===== src/rtl/regfl_alu_seq.sv =====
// Sequencer that reads two registers, adds or subtracts them, and writes the result back.
// Optional subtract support is enabled by defining REGFL_SEQ_SUB_EN.
module regfl_alu_seq #(
    parameter int WIDTH = 8
) (
    input  logic             clk,
    input  logic             rst_b,
    input  logic             start,
    input  logic             op,
    input  logic [1:0]       src_a,
    input  logic [1:0]       src_b,
    input  logic [1:0]       dst,
    output logic [1:0]       rd_addr,
    input  logic [WIDTH-1:0] rd_data,
    output logic [1:0]       wr_addr,
    output logic [WIDTH-1:0] wr_data,
    output logic             wr_e,
    output logic             busy,
    output logic             done,
    output logic [WIDTH-1:0] result,
    output logic             carry
);

    typedef enum logic [2:0] {
        IDLE,
        RD_A,
        RD_B,
        EXEC,
        WB,
        DONE
    } state_t;

    state_t           state_q;
    state_t           state_n;
    logic [1:0]       sa_q;
    logic [1:0]       sb_q;
    logic [1:0]       dst_q;
    logic [WIDTH-1:0] a_q;
    logic [WIDTH-1:0] b_q;
    logic [WIDTH:0]   sum;

`ifdef REGFL_SEQ_SUB_EN
    logic op_q;

    // The extra MSB of the difference is the borrow (set when A < B)
    always_comb begin
        if (op_q) begin
            sum = {1'b0, a_q} - {1'b0, b_q};
        end else begin
            sum = {1'b0, a_q} + {1'b0, b_q};
        end
    end

    always_ff @(posedge clk or negedge rst_b) begin
        if (!rst_b) begin
            op_q <= 1'b0;
        end else if (state_q == IDLE && start) begin
            op_q <= op;
        end
    end
`else
    logic op_unused;

    assign op_unused = op;
    assign sum       = {1'b0, a_q} + {1'b0, b_q};
`endif

    always_ff @(posedge clk or negedge rst_b) begin
        if (!rst_b) begin
            state_q <= IDLE;
            sa_q    <= 2'b00;
            sb_q    <= 2'b00;
            dst_q   <= 2'b00;
            a_q     <= '0;
            b_q     <= '0;
            result  <= '0;
            carry   <= 1'b0;
        end else begin
            state_q <= state_n;
            unique case (state_q)
                IDLE: begin
                    if (start) begin
                        sa_q  <= src_a;
                        sb_q  <= src_b;
                        dst_q <= dst;
                    end
                end
                RD_A:    a_q <= rd_data;
                RD_B:    b_q <= rd_data;
                EXEC:    {carry, result} <= sum;
                default: ;
            endcase
        end
    end

    always_comb begin
        state_n = state_q;
        busy    = (state_q != IDLE);
        done    = 1'b0;
        rd_addr = 2'b00;
        wr_e    = 1'b0;
        wr_addr = 2'b00;
        wr_data = '0;
        unique case (state_q)
            IDLE: begin
                if (start) begin
                    state_n = RD_A;
                end
            end
            RD_A: begin
                rd_addr = sa_q;
                state_n = RD_B;
            end
            RD_B: begin
                rd_addr = sb_q;
                state_n = EXEC;
            end
            EXEC: begin
                state_n = WB;
            end
            WB: begin
                wr_e    = 1'b1;
                wr_addr = dst_q;
                wr_data = result;
                state_n = DONE;
            end
            DONE: begin
                done    = 1'b1;
                state_n = IDLE;
            end
            default: begin
                state_n = IDLE;
            end
        endcase
    end

endmodule


===== config.mk =====
export PLATFORM = sky130hd
export DESIGN_NAME = regfl_alu_seq
export DESIGN_NICKNAME = d
export VERILOG_FILES = /design/src/rtl/regfl_alu_seq.sv
export SDC_FILE = /design/constraint.sdc
export NUM_CORES = 1
export LEC_CHECK = 0
export CORE_MARGIN = 2
export CORE_UTILIZATION = 49
export DETAILED_ROUTE_END_ITERATION = 8
export PLACE_DENSITY_LB_ADDON = 0.12
export RECOVER_POWER = 25
export SYNTH_ARGS = -nofsm -noshare
export SYNTH_HDL_FRONTEND = slang
export SYNTH_SLANG_ARGS = --single-unit
export TNS_END_PERCENT = 10

===== constraint.sdc =====
create_clock -name clk -period 2.58 [get_ports clk]
set_input_delay 0.516 -clock clk [delete_from_list [all_inputs] [get_ports clk]]
set_output_delay 0.516 -clock clk [all_outputs]
set_load 0.01 [all_outputs]

* After elaboration in Yosys (flattened, before gate mapping)
Cells that the tools add are included.
W data, S select, Z words.
** Storage, ports and cells
- Input port bits :: 18
- Output and inout port bits :: 24
- Bits in registers :: 34
** Cells by class
- Eq/ne operators :: 6
- Muxes and demuxes :: 7
- Reductions and logical operators :: 3
- Add/subtract/negate cells :: 1
** Operators with widths (number)
- $pmux W3 S5 :: 1
- $add A8 B8 Y9 :: 1
- $mux W8 :: 1
- $eq A3 B2 Y1 const B :: 2
- $eq A3 B3 Y1 const B :: 2
- $pmux W2 S2 :: 1
- $eq A3 B1 Y1 const B :: 1
- $logic_not A3 Y1 :: 1
- $mux W3 :: 1
- $reduce_bool A3 Y1 :: 1
- $mux W1 :: 2
- $mux W2 :: 1
- $ne A2 B2 Y1 const B :: 1
- $reduce_and A2 Y1 :: 1

* Longest topological paths before layout
Gate-level depths: netlist of run 1.
- Depth after elaboration :: 2
- Mapped depth :: 6

* Worst setup path after synthesis of run 1
OpenSTA, ideal clock, no wires.
- Path type :: register -> register
- Start point :: register a_q[0]
- End point :: register carry
- Required time :: 2.451 ns
- Data arrival time :: 1.824 ns
- Slack :: 0.627 ns
- Library setup time :: 0.129 ns
- Cell stages (with the launch flop) :: 7
- Cells stage by stage :: dfrtp_1 > ha_1 > fa_1 > a21o_1 > a31oi_1 > a21oi_1 > o41a_1
** On the way
- Word-level cells in the longest chain between the ends :: 1
** Ends and longest elaborated chain
- start, declared :: line 38 : logic [WIDTH-1:0] a_q;
- start signal, assigned :: line 88 : RD_A: a_q <= rd_data;
- $add A8 B8 Y9 :: line 65 : assign sum = {1'b0, a_q} + {1'b0, b_q};
- end signal, assigned :: line 90 : EXEC: {carry, result} <= sum;
- end, declared :: line 21 : output logic carry
Every way passes these cells.
A chain may end at the register's enable or synchronous reset.

* Final worst setup path of run 1
- Start point :: register state_q[0]
- End point :: output port rd_addr[0]
** On the way
- Word-level cells in the longest chain between the ends :: 2
- Elaborated cells between the ends (all ways) :: 3
- Classes of those cells :: eq/ne: 2; mux: 1
** Ends and longest elaborated chain
- start, declared :: line 33 : state_t state_q;
- start signal, assigned :: line 79 : state_q <= state_n;
- $eq A3 B2 Y1 / $eq A3 B1 Y1 (equally long branches) :: line 104 : unique case (state_q)
- $pmux W2 S2 (*) :: line 104
- end, declared :: line 13 : output logic [1:0] rd_addr,
Every way passes the cells marked *; elsewhere a longest branch is shown, timed or not.

==> qor_table.md, run 1 <==
| Metric | Reported | Unit |
|:---|:---|:---|
| Run status | complete, no violations | - |
| IR Drop Worst-Case VDD | 600 | uV |
| Summed area of non-filler cells in the final layout | 2290 | sq um |
| Number of global-route vias before repair | 1266 | - |
| Critical R2R Launch | a_q[0] | - |
| Residual antenna-violating net count after detailed routing | 0 | - |
| CP max stage cell | clkdlybuf4s50_1 | - |
| Number of buffers inserted by port buffering | 40 | - |
| Initial core utilization | 51.9 | % |
| Number of cell instances on the worst register-to-register path | 6 | - |
| Number of antenna violations at the first check in global routing | 0 | - |
| Top Ports | 42 | - |
| Vias per cell | 5.23 | - |
| Die Y | 64.1 | um |
| Capturing point of the worst reg2reg path | carry | - |
| Root cell of the clock tree | clkbuf_4 | - |
| Worst-case headroom to the max-slew limit | 44.4 | % |
| Leakage | 0.000992 | uW |
| Overall global routing resource usage | 18.3 | % |
| Placeable Area | 3420 | sq um |
| WL final | 3390 | um |
| Detailed-router iteration count before antenna repair | 4 | - |
| Pin count of the biggest net entering global routing | 35 | - |
| Total power density per cell area | 1270 | nW/um^2 |
| Cell area after placement | 2230 | sq um |
| Die boundary width | 64.1 | um |
| Antenna diode count | 0 | - |
| Fin Clk Skew | 0.00564 | ns |
| Clock transition at path regs | 0.10 | ns |
| Mean instance size in the synthesized netlist | 11.5 | sq um |
| WP depth | 3 | - |
| Layout cell share with drive strength beyond 1 | 20.6 | % |
| Highest fanout seen on the critical path | 7 | - |
| Worst slack at placement | 0.439 | ns |
| Die Outline Area | 4110 | sq um |
| Global-route wire length before repair | 5730 | um |
| Number of buffers created by CTS | 5 | - |
| Initial DRC Count | 60 | - |
| Sequential fraction of the synthesis area | 48.0 | % |
| Start point of the critical path | state_q[0] | - |
| Count of synthesis-stage warnings from yosys | 0 | - |
| Count of endpoints failing hold in the final timing report | 0 | - |
| Per-cell routed wire length | 13.9 | um |
| Endpoints failing setup | 0 | - |
| WP buf/inv | 1 | - |
| Drc violations | 0 | - |
| Category of the worst setup path launch point | register | - |
| Data arrival time of the critical path | 1.92 | ns |
| Final global-route overflow total | 0 | - |
| Mapped Area | 1770 | sq um |
| Hold crit path type | reg2reg | - |
| Max Clock Freq | 411 | MHz |
| Delay contributed by the slowest stage of the critical path | 0.53 | ns |
| Maximum number of buffers from clock root to sink | 2 | - |
| Resized cells post-CTS | 0 | - |
| Area growth from synthesis to layout | 29.3 | % |
| Worst setup path class | reg2out | - |
| Critical path destination | rd_addr[0] | - |
| Actual slew at the worst max-slew pin | 0.834 | ns |
| Final-report max-slew violation count | 0 | - |
| Number of nets produced by synthesis | 181 | - |
| Critical path required time | 2.06 | ns |
| Fin worst setup slack | 0.149 | ns |
| Final net count | 225 | - |
| RSZ-0062 raised after global routing | no | - |
| Clock tree from TritonCTS | done | - |
| DR vias | 1281 | - |
| Total Neg Setup Slack | 0 | ns |
| Later-pin clock latency in the skew report | 0.33 | ns |
| Overall Power | 2900 | uW |
| Number of setup buffers added after CTS | 0 | - |
| CTS sink cnt | 34 | - |
| Gate family responsible for the most delay along the worst path | buffers and inverters | - |
| Synth unique cells | 38 | - |
| Cell count after synthesis | 154 | - |
| Gp weighted congestion | 0.764 | - |
| Layout filler cell count | 267 | - |
| R2R setup slack | 0.44 | ns |
| Post-cts hold buffer count | 0 | - |
| Cell-by-cell listing of the critical path | nor3b_1 -> a22o_1 -> clkdlybuf4s50_1 | - |
| Dpl hpwl | 2480 | um |
| Worst setup EP type | output port | - |
| Fraction of the cycle the final worst path needs | 94.2 | % |
| Post-layout minimum cycle time | 2.43 | ns |
| Max-capacitance violation count | 0 | - |
| Standard-cell rows | 21 | - |
| Number of levels the H-tree was split into | 2 | - |
| Post-synthesis sequential element count | 34 | - |
sequential cells by signal, indices dropped and copies added (netlist names):
register,cells
a_q,8
sa_q,2
sb_q,2
dst_q,2
state_q,3
carry,1
result,8
b_q,8
cell usage after synthesis:
library cell	count	area (sq um)
dfrtp_1	34	851
mux2_2	22	248
nand2_1	13	48.8
and2_1	11	68.8
ha_1	8	100
nor3b_1	7	52.6
o21ai_0	6	30.0
a21oi_1	5	25.0
a211oi_1	4	30.0
nor2_1	4	15.0
buf_2	3	15.0
clkbuf_1	3	11.3
inv_1	3	11.3
nor3_1	3	15.0
a211o_1	2	17.5
a21o_1	2	15.0
a22o_1	2	17.5
nand2b_1	2	12.5
a31oi_1	1	6.26
and3_1	1	6.26
and3b_1	1	8.76
buf_4	1	7.51
fa_1	1	20.0
mux2i_1	1	10.0
nand3_1	1	5.00
nand3b_4	1	20.0
nand4_1	1	6.26
nor2_4	1	11.3
o211ai_1	1	7.51
o21a_1	1	7.51
o311ai_0	1	8.76
o311ai_1	1	8.76
o31ai_1	1	7.51
o41a_1	1	11.3
or2_2	1	6.26
or3_4	1	11.3
or3b_1	1	8.76
xnor2_1	1	8.76
layer usage:
layer | track usage (%) | vias to the layer above | part of all wire [%]
met4 | 7.98 | 0 | 1.8
met5 | 0 | - | 0
met2 | 30.2 | 31 | 49
met3 | 4.93 | 5 | 4.7
met1 | 22.6 | 602 | 45
li1 | - | 643 | -
worst min-delay path by stage:
stage | start | end | cells past startpoint
floorplan | rst_b | a_q[0] | 0
global placement | result[0] | result[0] | 2
detailed placement | result[0] | result[0] | 2
CTS | result[0] | result[0] | 2
global route | b_q[4] | b_q[4] | 1
finish | result[0] | result[0] | 2
worst reg2reg max path, cell delays in order (launching register included):
cell,delay (ns)
dfrtp_1,0.40
ha_1,0.24
fa_1,0.41
a21o_1,0.22
a31oi_1,0.32
a21oi_1,0.12
o41a_1,0.32
cell type report:
type                            count  area (sq um)  share of cell area [%]
Sequential cell                    34           855                    37.3
Clock buffer                        6          51.3                    2.24
Tap cell                           46          57.6                    2.51
Timing Repair Buffer               44           428                    18.7
Clock inverter                      2          12.5                   0.546
Multi-Input combinational cell    110           876                    38.2
Inverter                            3          11.3                   0.492
power breakdown:
group / internal (uW) / total, uW / switching, uW
registers: 806 / 995 / 189
clock network: 131 / 311 / 180
logic: 851 / 1590 / 742
total: 1790 / 2900 / 1110
metrics by stage:
stage	hold slack (ns)	util, %	cells
2_1_floorplan	0.220	-	154
3_3_place_gp	0.480	65.2	237
3_5_place_dp	0.486	65.2	237
4_1_cts	0.511	67.0	245
5_1_grt	0.540	67.1	245
6_report	0.510	67.1	245
kinds of logic after synthesis:
group | Yosys count | share of synthesized area [%]
xor+xnor | 1 | 0.494
buf+inv | 10 | 2.54
compound gates | 28 | 10.9
mux | 23 | 14.5
fa+ha+maj | 9 | 6.78
flops | 34 | 48.0
simple gates | 49 | 16.7
placed cells by master, fill, tap and decap left out, drive strengths merged, types with 2 or more instances in the layout:
cell type,Yosys,final
clkbuf,3,7
buf,4,3
dfrtp,34,34
ha,8,8
o311ai,2,2
nand2,13,13
inv,3,3
nor2,5,5
and2,11,11
nor3,3,3
a21oi,5,5
clkdlybuf4s50,0,39
o21ai,6,6
a21o,2,2
nor3b,7,7
nand2b,2,2
mux2,22,22
a22o,2,2
a211oi,4,4
a211o,2,2
Note: power is estimated with default switching activity, not from simulation.
==> inputs of run 2 (changes only) <==
Settings changed: DONT_BUFFER_PORTS set to 1.
==> run 2 against run 1 <==
Largest power group unchanged. Critical endpoint is now carry. Clock skew increased by 0.0074 ns. Critical path depth increased by 3. Global-route usage decreased by 0.78 points. Non-clock buffer count decreased by 39. Routed wire length decreased by 6.4%. Highest routed layer unchanged. Via count decreased by 8.7%. Register-to-register slack about the same. Flip-flop and latch count unchanged. Count of clock-buffer cells in the layout unchanged. Clock power decreased by 8.7%.
==> qor_table.md, run 2 (synthesis gave the netlist of run 1 again) <==
| Metric | Reported | Unit |
|:---|:---|:---|
| Root cell of the clock tree | clkbuf_4 | - |
| Detailed-router iteration count before antenna repair | 4 | - |
| Max-capacitance violation count | 0 | - |
| Clock transition at path regs | 0.10 | ns |
| Per-cell routed wire length | 15.6 | um |
| Total Neg Setup Slack | 0 | ns |
| Dpl hpwl | 2290 | um |
| Initial DRC Count | 65 | - |
| Standard-cell rows | 21 | - |
| Number of levels the H-tree was split into | 2 | - |
| Number of global-route vias before repair | 1193 | - |
| Leakage | 0.000856 | uW |
| Commonest non-fill, non-tap cell in the layout | dfrtp_1 | - |
| Initial core utilization | 51.9 | % |
| Count of endpoints failing hold in the final timing report | 0 | - |
| Die boundary width | 64.1 | um |
| Actual slew at the worst max-slew pin | 1.48 | ns |
| Number of antenna violations at the first check in global routing | 0 | - |
| Overall global routing resource usage | 17.5 | % |
| Maximum number of buffers from clock root to sink | 2 | - |
| Layout filler cell count | 296 | - |
| Vias per cell | 5.74 | - |
| WL final | 3180 | um |
| RSZ-0062 raised after global routing | no | - |
| Number of buffers created by CTS | 5 | - |
| Leading cell types in the layout, fill and taps excluded | dfrtp_1, mux2_2, nand2_1 | - |
| Area growth from synthesis to layout | 6.78 | % |
| Highest fanout seen on the critical path | 3 | - |
| Global-route wire length before repair | 5490 | um |
| Worst-case headroom to the max-slew limit | 1.02 | % |
| Total area of multi-input combinational cells | 876 | sq um |
| Layout cell share with drive strength beyond 1 | 22.2 | % |
| Number of buffers inserted by port buffering | 0 | - |
| Data arrival time of the critical path | 2.35 | ns |
| Fin Clk Skew | 0.0130 | ns |
| Post-layout minimum cycle time | 2.13 | ns |
| Resized cells post-CTS | 0 | - |
| Run status | complete, no violations | - |
| Critical path required time | 2.80 | ns |
| Placeable Area | 3420 | sq um |
| Die Y | 64.1 | um |
| Pin count of the biggest net entering global routing | 35 | - |
| Regs by FF count | a_q: 8 flops, b_q: 8 flops, result: 8 flops | - |
| Later-pin clock latency in the skew report | 0.33 | ns |
| Final global-route overflow total | 0 | - |
| Number of cells in the design after placement | 196 | - |
| DR vias | 1170 | - |
| IR Drop Worst-Case VDD | 680 | uV |
| Number of standard cells in the final layout excluding fillers | 204 | - |
| Residual antenna-violating net count after detailed routing | 0 | - |
| Die Outline Area | 4110 | sq um |
| Clock tree from TritonCTS | done | - |
| Category of the worst setup path launch point | register | - |
| Worst setup EP type | register | - |
| CTS sink cnt | 34 | - |
| Hold crit path type | in2reg | - |
| Gp weighted congestion | 0.840 | - |
| Worst setup path class | reg2reg | - |
| Worst-case hold slack | 0.331 | ns |
| Fraction of the core area covered by cells at the end of the flow | 55.4 | % |
| Final-report max-slew violation count | 0 | - |
| Endpoints failing setup | 0 | - |
| Antenna diode count | 0 | - |
| Total power density per cell area | 1380 | nW/um^2 |
| Max Clock Freq | 470 | MHz |
| Drc violations | 0 | - |
| Final net count | 186 | - |
| Combined flip-flop and latch cell area | 851 | sq um |
| Fraction of the cycle the final worst path needs | 82.5 | % |
| Top Ports | 42 | - |
run 2: per-layer routing:
layer,track usage (%),part of all wire [%]
met1,22.6,46
met2,27.0,47
met3,6.16,6.1
met4,7.18,1.3
met5,0,0
run 2: final timing paths:
path	endpoint	start	slack (ns)	cells past startpoint
worst max register to register	carry	a_q[0]	0.45	6
max in group asynchronous	dst_q[1]	rst_b	0.52	2
worst max-delay path	carry	a_q[0]	0.45	6
worst min register to register	dst_q[0]	dst_q[0]	0.51	1
min in group asynchronous	result[7]	rst_b	1.17	2
worst min-delay path	a_q[6]	rd_data[6]	0.33	1
run 2: final cells by class:
cell class              instances  share of cell area, %
flip-flops and latches         34                   45.0
clock buffers                   6                   2.71
inverters                       3                  0.595
well taps                      46                   3.04
multi-input cells             110                   46.3
repair buffers                  5                   2.38
run 2: power breakdown:
group / total (uW) / switching, uW / internal [uW] / leakage (uW)
Combinational: 1300 / 662 / 642 / 0.000416
Sequential: 1030 / 227 / 802 / 0.000409
Clock: 284 / 162 / 123 / 0.0000302
run 2: repair_timing:
item,in CTS,in global routing
setup buffers,0,0
hold buffers,1,1
endpoints found under the setup margin,0,0
hold endpoints to repair,34,25
run 2: metrics by stage:
stage          total power (uW)  cell area (sq um)  worst slack [ns]
6_report                   2620               1890             0.452
5_1_grt                    2860               1890             0.242
4_1_cts                    2650               1890             0.444
3_5_place_dp               2340               1820             0.452
3_3_place_gp               2290               1820             0.478
2_1_floorplan              2080               1770             0.627
run 2: critical path, cell delays in order (launching register included):
cell,delay [ns]
dfrtp_1,0.40
ha_1,0.24
fa_1,0.41
a21o_1,0.22
a31oi_1,0.32
a21oi_1,0.13
o41a_1,0.32
